### config.mk
export PLATFORM = sky130hd
export DESIGN_NAME = fifo_rd_stream
export DESIGN_NICKNAME = d
export VERILOG_FILES = /design/src/rtl/fifo_rd_stream_pkg.sv /design/src/rtl/fifo_rd_stream_stats.sv /design/src/rtl/fifo_rd_stream.sv
export SDC_FILE = /design/constraint.sdc
export NUM_CORES = 1
export LEC_CHECK = 0
export CAP_MARGIN = 20
export CORE_MARGIN = 5
export CORE_UTILIZATION = 50
export DETAILED_ROUTE_END_ITERATION = 10
export PLACE_DENSITY_LB_ADDON = 0.05
export SYNTH_ARGS = -nofsm -noshare
export SYNTH_HDL_FRONTEND = slang
export SYNTH_SLANG_ARGS = --single-unit
### constraint.sdc
create_clock -name i_clk -period 2.3 [get_ports i_clk]
set_clock_uncertainty 0.05 [all_clocks]
set_input_delay 0.23 -clock i_clk [delete_from_list [all_inputs] [get_ports i_clk]]
set_output_delay 0.23 -clock i_clk [all_outputs]
set_load 0.01 [all_outputs]
### src/rtl/fifo_rd_stream_pkg.sv
// fifo_rd_stream_pkg
//   Shared definitions for the synchronous FIFO read-side logic.
//   - occ_t             : output buffer occupancy (EMPTY/ONE/TWO)
//   - FIFO_RD_LATENCY   : cycles from fifo_sync read strobe to valid read data
//   - FIFO_DEFAULT_DATA_WIDTH : default word width used by fifo_sync
package fifo_rd_stream_pkg;

  typedef enum logic [1:0] {
    OCC_EMPTY = 2'd0,
    OCC_ONE   = 2'd1,
    OCC_TWO   = 2'd2
  } occ_t;

  localparam int unsigned FIFO_RD_LATENCY         = 1;
  localparam int unsigned FIFO_DEFAULT_DATA_WIDTH = 32;

endpackage

### src/rtl/fifo_rd_stream_stats.sv
// fifo_rd_stream_stats
//   Transfer and stall counters for fifo_rd_stream. The module exists only
//   when FIFO_RD_STREAM_STATS_EN is defined; otherwise no counter logic is built.
//   Ports:
//     i_clk, i_rst       : clock, synchronous active-high reset (clears counters)
//     i_pop              : a stream word was accepted this cycle
//     i_stall            : a stream word was offered but not accepted
//     o_xfer_count [31:0]: accepted words, wraps at 2^32
//     o_stall_count[31:0]: stall cycles, wraps at 2^32
`ifdef FIFO_RD_STREAM_STATS_EN
module fifo_rd_stream_stats
  import fifo_rd_stream_pkg::*;
(
  input  logic        i_clk,
  input  logic        i_rst,
  input  logic        i_pop,
  input  logic        i_stall,
  output logic [31:0] o_xfer_count,
  output logic [31:0] o_stall_count
);

  logic [31:0] r_xfer;
  logic [31:0] r_stall;

  always_ff @(posedge i_clk) begin
    if (i_rst) begin
      r_xfer  <= '0;
      r_stall <= '0;
    end else begin
      if (i_pop)   r_xfer  <= r_xfer + 32'd1;
      if (i_stall) r_stall <= r_stall + 32'd1;
    end
  end

  assign o_xfer_count  = r_xfer;
  assign o_stall_count = r_stall;

endmodule
`endif

### src/rtl/fifo_rd_stream.sv
// fifo_rd_stream
//   Read-side adapter for fifo_sync: turns the empty/read-strobe interface
//   (data valid one cycle after the strobe) into a full-throughput valid/ready
//   stream using a 2-entry output buffer and in-flight read tracking.
//   Optional counters: define FIFO_RD_STREAM_STATS_EN to add o_xfer_count and
//   o_stall_count (sub-module fifo_rd_stream_stats).
//   Ports:
//     i_clk, i_rst   : clock, synchronous active-high reset
//     i_fifo_empty   : fifo_sync o_empty
//     o_fifo_rd      : read strobe to fifo_sync i_rd
//     i_fifo_data    : fifo_sync read data (valid the cycle after o_fifo_rd)
//     o_valid/o_data : stream word (registered), held while stalled
//     i_ready        : downstream accept
//     o_xfer_count, o_stall_count : stats (FIFO_RD_STREAM_STATS_EN only)
module fifo_rd_stream
  import fifo_rd_stream_pkg::*;
#(
  parameter int unsigned DATA_WIDTH = FIFO_DEFAULT_DATA_WIDTH
) (
  input  logic                  i_clk,
  input  logic                  i_rst,
  input  logic                  i_fifo_empty,
  output logic                  o_fifo_rd,
  input  logic [DATA_WIDTH-1:0] i_fifo_data,
  output logic                  o_valid,
  output logic [DATA_WIDTH-1:0] o_data,
  input  logic                  i_ready
`ifdef FIFO_RD_STREAM_STATS_EN
  ,
  output logic [31:0]           o_xfer_count,
  output logic [31:0]           o_stall_count
`endif
);

  occ_t                  r_occ;
  logic                  r_inflight;
  logic                  r_valid;
  logic [DATA_WIDTH-1:0] r_buf0;
  logic [DATA_WIDTH-1:0] r_buf1;

  logic                  w_pop;
  logic [2:0]            w_level;
  logic                  w_fifo_rd;

  assign w_pop = r_valid & i_ready;

  // Committed words after this cycle's pop; pop implies occ >= 1, so no underflow.
  assign w_level   = {1'b0, r_occ} + {2'b00, r_inflight} - {2'b00, w_pop};
  assign w_fifo_rd = ~i_rst & ~i_fifo_empty & (w_level < 3'd2);

  always_ff @(posedge i_clk) begin
    if (i_rst) begin
      r_occ      <= OCC_EMPTY;
      r_inflight <= 1'b0;
      r_valid    <= 1'b0;
      r_buf0     <= '0;
      r_buf1     <= '0;
    end else begin
      r_inflight <= w_fifo_rd;
      // Returning data lands in the slot after the head, as seen after the pop.
      case (r_occ)
        OCC_EMPTY: begin
          if (r_inflight) begin
            r_buf0  <= i_fifo_data;
            r_occ   <= OCC_ONE;
            r_valid <= 1'b1;
          end
        end
        OCC_ONE: begin
          if (r_inflight) begin
            if (w_pop) begin
              r_buf0 <= i_fifo_data;
            end else begin
              r_buf1 <= i_fifo_data;
              r_occ  <= OCC_TWO;
            end
          end else if (w_pop) begin
            r_occ   <= OCC_EMPTY;
            r_valid <= 1'b0;
          end
        end
        OCC_TWO: begin
          // No read can be in flight here: reads stop once two words are committed.
          if (w_pop) begin
            r_buf0 <= r_buf1;
            r_occ  <= OCC_ONE;
          end
        end
        default: begin
          r_occ   <= OCC_EMPTY;
          r_valid <= 1'b0;
        end
      endcase
    end
  end

  assign o_fifo_rd = w_fifo_rd;
  assign o_valid   = r_valid;
  assign o_data    = r_buf0;

`ifdef FIFO_RD_STREAM_STATS_EN
  fifo_rd_stream_stats u_stats (
    .i_clk         (i_clk),
    .i_rst         (i_rst),
    .i_pop         (w_pop),
    .i_stall       (r_valid & ~i_ready),
    .o_xfer_count  (o_xfer_count),
    .o_stall_count (o_stall_count)
  );
`endif

`ifdef FORMAL
  a_no_two_push: assert property (@(posedge i_clk) disable iff (i_rst)
    !(r_occ == OCC_TWO && r_inflight));
  a_stall_stable: assert property (@(posedge i_clk) disable iff (i_rst)
    (o_valid && !i_ready) |=> $stable(o_data));
  a_occ_bound: assert property (@(posedge i_clk) disable iff (i_rst)
    (({1'b0, r_occ} + {2'b00, r_inflight}) <= 3'd2));
`endif

endmodule

After elaboration in Yosys (flattened, before gate mapping)
Cells that the tools add are included.
{ "op_classes": {"n_lt_le_gt_ge": 1, "n_bitwise": 7, "add_sub_neg": 2, "n_reduce_logical": 6, "mux": 15, "n_eq_ne": 9} }
{ "ops": {"columns": ["operator", "count"], "rows": [
  ["$mux W32", 4],
  ["$pmux W32 S3", 1],
  ["$mux W2", 5],
  ["$ne A2 B2 Y1 const B", 5],
  ["$reduce_and A4 Y1", 2],
  ["$ne A3 B3 Y1 const B", 2],
  ["$pmux W2 S3", 1],
  ["$reduce_and A5 Y1", 1],
  ["$not A1 Y1", 4],
  ["$add A2 B1 Y3", 1],
  ["$and A1 B1 Y1", 3],
  ["$lt A3 B2 Y1 const B", 1],
  ["$mux W1", 3],
  ["$pmux W1 S3", 1],
  ["$reduce_and A3 Y1", 1],
  ["$reduce_bool A3 Y1", 1],
  ["$sub A3 B1 Y3", 1],
  ["$eq A2 B1 Y1 const B", 1],
  ["$eq A2 B2 Y1 const B", 1],
  ["$logic_not A2 Y1", 1]
]} }
{ "totals": {"elab_cells": 45, "output_inout_bits": 34, "reg_bits": 68, "inputBits": 36} }

Depth between registers and ports, before layout
Gate-level depths: netlist of run 1.
{ "logic_depth": {"ltp_word": 4, "ltp_mapped": 7, "mapped_depth_nobuf": 6} }

Worst setup path after synthesis of run 1
OpenSTA, ideal clock, no wires.
{ "synth_timing": {"kind": "reg-to-output", "start": "register r_valid, in the netlist o_valid", "end": "output port o_fifo_rd", "arrival_time_ps": 1893, "t_required_ps": 2020, "slack_ps": 127, "stages_incl_launch_ff": 7, "path_cell_list": "dfxtp_1 > nand2_1 > ha_1 > nand2_1 > fa_1 > xor2_1 > nor4b_1"} }
{ "synth_between": {"elab_chain_len": 4} }
{ "synth_rtl": {"columns": ["element", "line", "rtl"], "rows": [
  ["from (decl)", "fifo_rd_stream.sv:37", "logic r_valid;"],
  ["from (signal assigned)", "fifo_rd_stream.sv:55", "r_valid <= 1'b0;"],
  ["from (signal assigned)", "fifo_rd_stream.sv:66", "r_valid <= 1'b1;"],
  ["from (signal assigned)", "fifo_rd_stream.sv:79", "r_valid <= 1'b0;"],
  ["$and A1 B1 Y1", "fifo_rd_stream.sv:45", "assign w_pop = r_valid & i_ready;"],
  ["$sub A3 B1 Y3", "fifo_rd_stream.sv:48", "assign w_level = {1'b0, r_occ} + {2'b00, r_inflight} - {2'b00, w_pop};"],
  ["$lt A3 B2 Y1", "fifo_rd_stream.sv:49", "assign w_fifo_rd = ~i_rst & ~i_fifo_empty & (w_level < 3'd2);"],
  ["$and A1 B1 Y1", "fifo_rd_stream.sv:49", null],
  ["to (decl)", "fifo_rd_stream.sv:23", "output logic o_fifo_rd,"]
]} }
Every way passes these cells.

Final worst setup path of run 1
Same ends and word-level chain as after synthesis.

==> flow_summary.ini, run 1 <==
[yosys]
synth_largest_area_cell = dfxtp_1
avgSynthCellArea_um2 = 9.72
synthDistinctLibCells = 31
syn_area_um2 = 3150
yosys_warnings = 0
syn_nets = 363
syn_inst = 324
synthTopCellsByArea = dfxtp_1 (43%), a211oi_2 (12%), mux2i_1 (10%)
synth_top_area_share_pct = 43.2
ys_ff_latch = 68
yosysSeqAreaShare_pct = 43.2

[sta]
finalSetupViolations = 0
max_freq_mhz = 460
post-route-period-util_pct = 94.6
slew_violations = 0
relSlewSlack_pct = 42.3
setup-tns-final_ns = 0
layout_min_cycle_time_ns = 2.17
finalHoldViolations = 0
max_slew.worst_pin.slew_ns = 0.866

[cts]
cts_setup_buffers = 0
path_clk_slew_ns = 0.07
root_buffer = clkbuf_8
clockBufferDepth = 2
clkLatencyLatePin_ns = 0.33
h-tree-depth = 3
cts_tree = done
cts_made_buffers = 9
cts.sinks = 68

[job]
max_cap_violations = 0

[floorplanning]
core-area_um2 = 6240
ios = 70
die-area_um2 = 7980
placementRows = 29
die_w_um = 89.3
start_util_pct = 50.4
die_h_um = 89.3

[routing]
routed_wl_mm = 7.56
ant_nets = 0
drtIter0Drc = 170
drc = 0
viasPerCell = 5.56
post_drt_wl_per_cell_um = 16.1
first_pass_iters = 4
dr_total_vias = 2608

[worst_setup_path]
path_class = reg -> out
cp.arrival_ns = 1.89
worstPathRequired_ns = 2.02
cp_max_fo = 2
critPathLaunch = o_valid$_SDFFE_PP0P_
end_kind = output pin
r2r-start = r_occ[1]$_SDFFE_PP0P_
startpoint_type = flop

[place]
place_inst = 453
io_buffers = 69
place_hpwl_mm = 4.74
gp_congestion = 0.793

[finish]
fill_cells = 515
diodes = 0
drive_gt1_share_pct = 19.4
mostFrequentLayoutCells = clkdlybuf4s50_1 (66), dfxtp_1 (66), nand2_1 (65), a21oi_1 (34), a211oi_1 (34)
synthToLayoutAreaGrowth_pct = 31.2
stdcell_count = 469
nets = 426

[min_path]
hold_path.class = in -> reg
worstHoldStart = i_ready

[grt]
grt.overflow.total = 0
grtUsageTotal_pct = 20.0
grt_pass1_vias = 2498
grt_max_degree = 69
grt_pass1_wl_mm = 12.3
antenna_found_initial = 0

[power]
vdd.ir_drop.worst_mv = 0.449
power.leakage_nw = 1.63
power_density_nw_per_um2 = 739

[run_status]
outcome = completed
[synthesized netlist by cell type, drive strengths merged]
cell type / count
nand3b: 1
nor2b: 1
mux2i: 32
or4b: 1
nand2: 66
buf: 26
o21bai: 2
or2: 1
a221oi: 1
dfxtp: 68
nor2: 1
a211o: 1
a21o: 1
and4b: 1
xor2: 1
a21bo: 1
clkbuf: 10
inv: 2
a21oi: 34
and3b: 1
a32oi: 1
fa: 1
nand2b: 1
ha: 2
a211oi: 64
and3: 1
nor4b: 2
[final cells by class]
| class | instances | area (µm²) | area share [%] |
|---|---|---|---|
| multi-input cells | 218 | 1590 | 38.5 |
| clock inverters | 4 | 70.1 | 1.70 |
| inverters | 2 | 7.51 | 0.182 |
| repair buffers | 88 | 838 | 20.3 |
| clock buffers | 12 | 165 | 4.00 |
| well taps | 77 | 96.3 | 2.33 |
| flip-flops and latches | 68 | 1360 | 33.0 |
[state kept, by name, indices dropped and copies added, names as in the netlist]
register / count
r_occ: 2
r_buf1: 32
o_data: 32
o_valid: 1
r_inflight: 1
[final timing paths]
check / to / slack (ns) / cells after the start
setup reg to reg: o_data[31]$_SDFFE_PP0P_ / 0.65 / 4
hold reg to reg: r_buf1[10]$_SDFFE_PP0P_ / 0.41 / 2
hold / removal: r_occ[1]$_SDFFE_PP0P_ / 0.28 / 3
setup / recovery: o_fifo_rd / 0.13 / 7
[power by group]
group	switching (W)	internal (W)
logic	0.000292	0.000316
clock network	0.000444	0.000696
registers	0.0000449	0.00126
total	0.000780	0.00227
[per-stage QoR]
step / setup WS (ns) / total power [W] / util, % / hold slack [ns] / cell area [µm²]
floorplan: 0.127 / 0.00167 / - / 0.257 / 3150
CTS: 0.0233 / 0.00308 / 66.0 / 0.402 / 4120
global route: -0.00622 / 0.00319 / 66.2 / 0.296 / 4130
detailed placement: -0.466 / 0.00194 / 62.2 / 0.399 / 3880
global placement: -0.455 / 0.00193 / 62.2 / 0.391 / 3880
finish: 0.125 / 0.00305 / 66.2 / 0.283 / 4130
[metal layers]
| layer | up-vias | part of all wire (%) | wire length, µm | GRT usage [%] |
|---|---|---|---|---|
| li1 | 1291 | - | - | - |
| met1 | 1259 | 47 | 3550 | 27.2 |
| met2 | 54 | 48 | 3640 | 31.3 |
| met3 | 4 | 4.4 | 333 | 3.59 |
| met4 | 0 | 0.56 | 42 | 8.39 |
| met5 | - | 0 | 0 | 0 |
[kinds of logic after synthesis]
group / Yosys count / synth area share (%)
muxes: 32 / 10.2
DFF: 68 / 43.2
and+or+nand+nor: 77 / 10.5
xor gates and xnor gates: 1 / 0.278
buffers and inverters: 38 / 6.84
AOI/OAI and AO/OA: 105 / 27.5
adders and majority gates: 3 / 1.43
[worst max-delay path: stages, from the launching register on]
cell and delay [ns]:
dfxtp_2 0.33, nand2_2 0.05, ha_1 0.26, nand2_1 0.06, fa_2 0.33, xor2_1 0.16, nor4b_2 0.20, buf_2 0.16
[repair_timing]
item / 4_1_cts / 5_1_grt
hold buffers: 0 / 0
resized for setup: 7 / 4
endpoints found under the setup margin: 1 / 1
No activity file was read; power rests on OpenSTA's default activity.
==> run 2: changes to the inputs <==
- CAP_MARGIN: 20 -> default
==> results of run 2 <==
Final layout, timing and power as in run 1 (identical DEF).
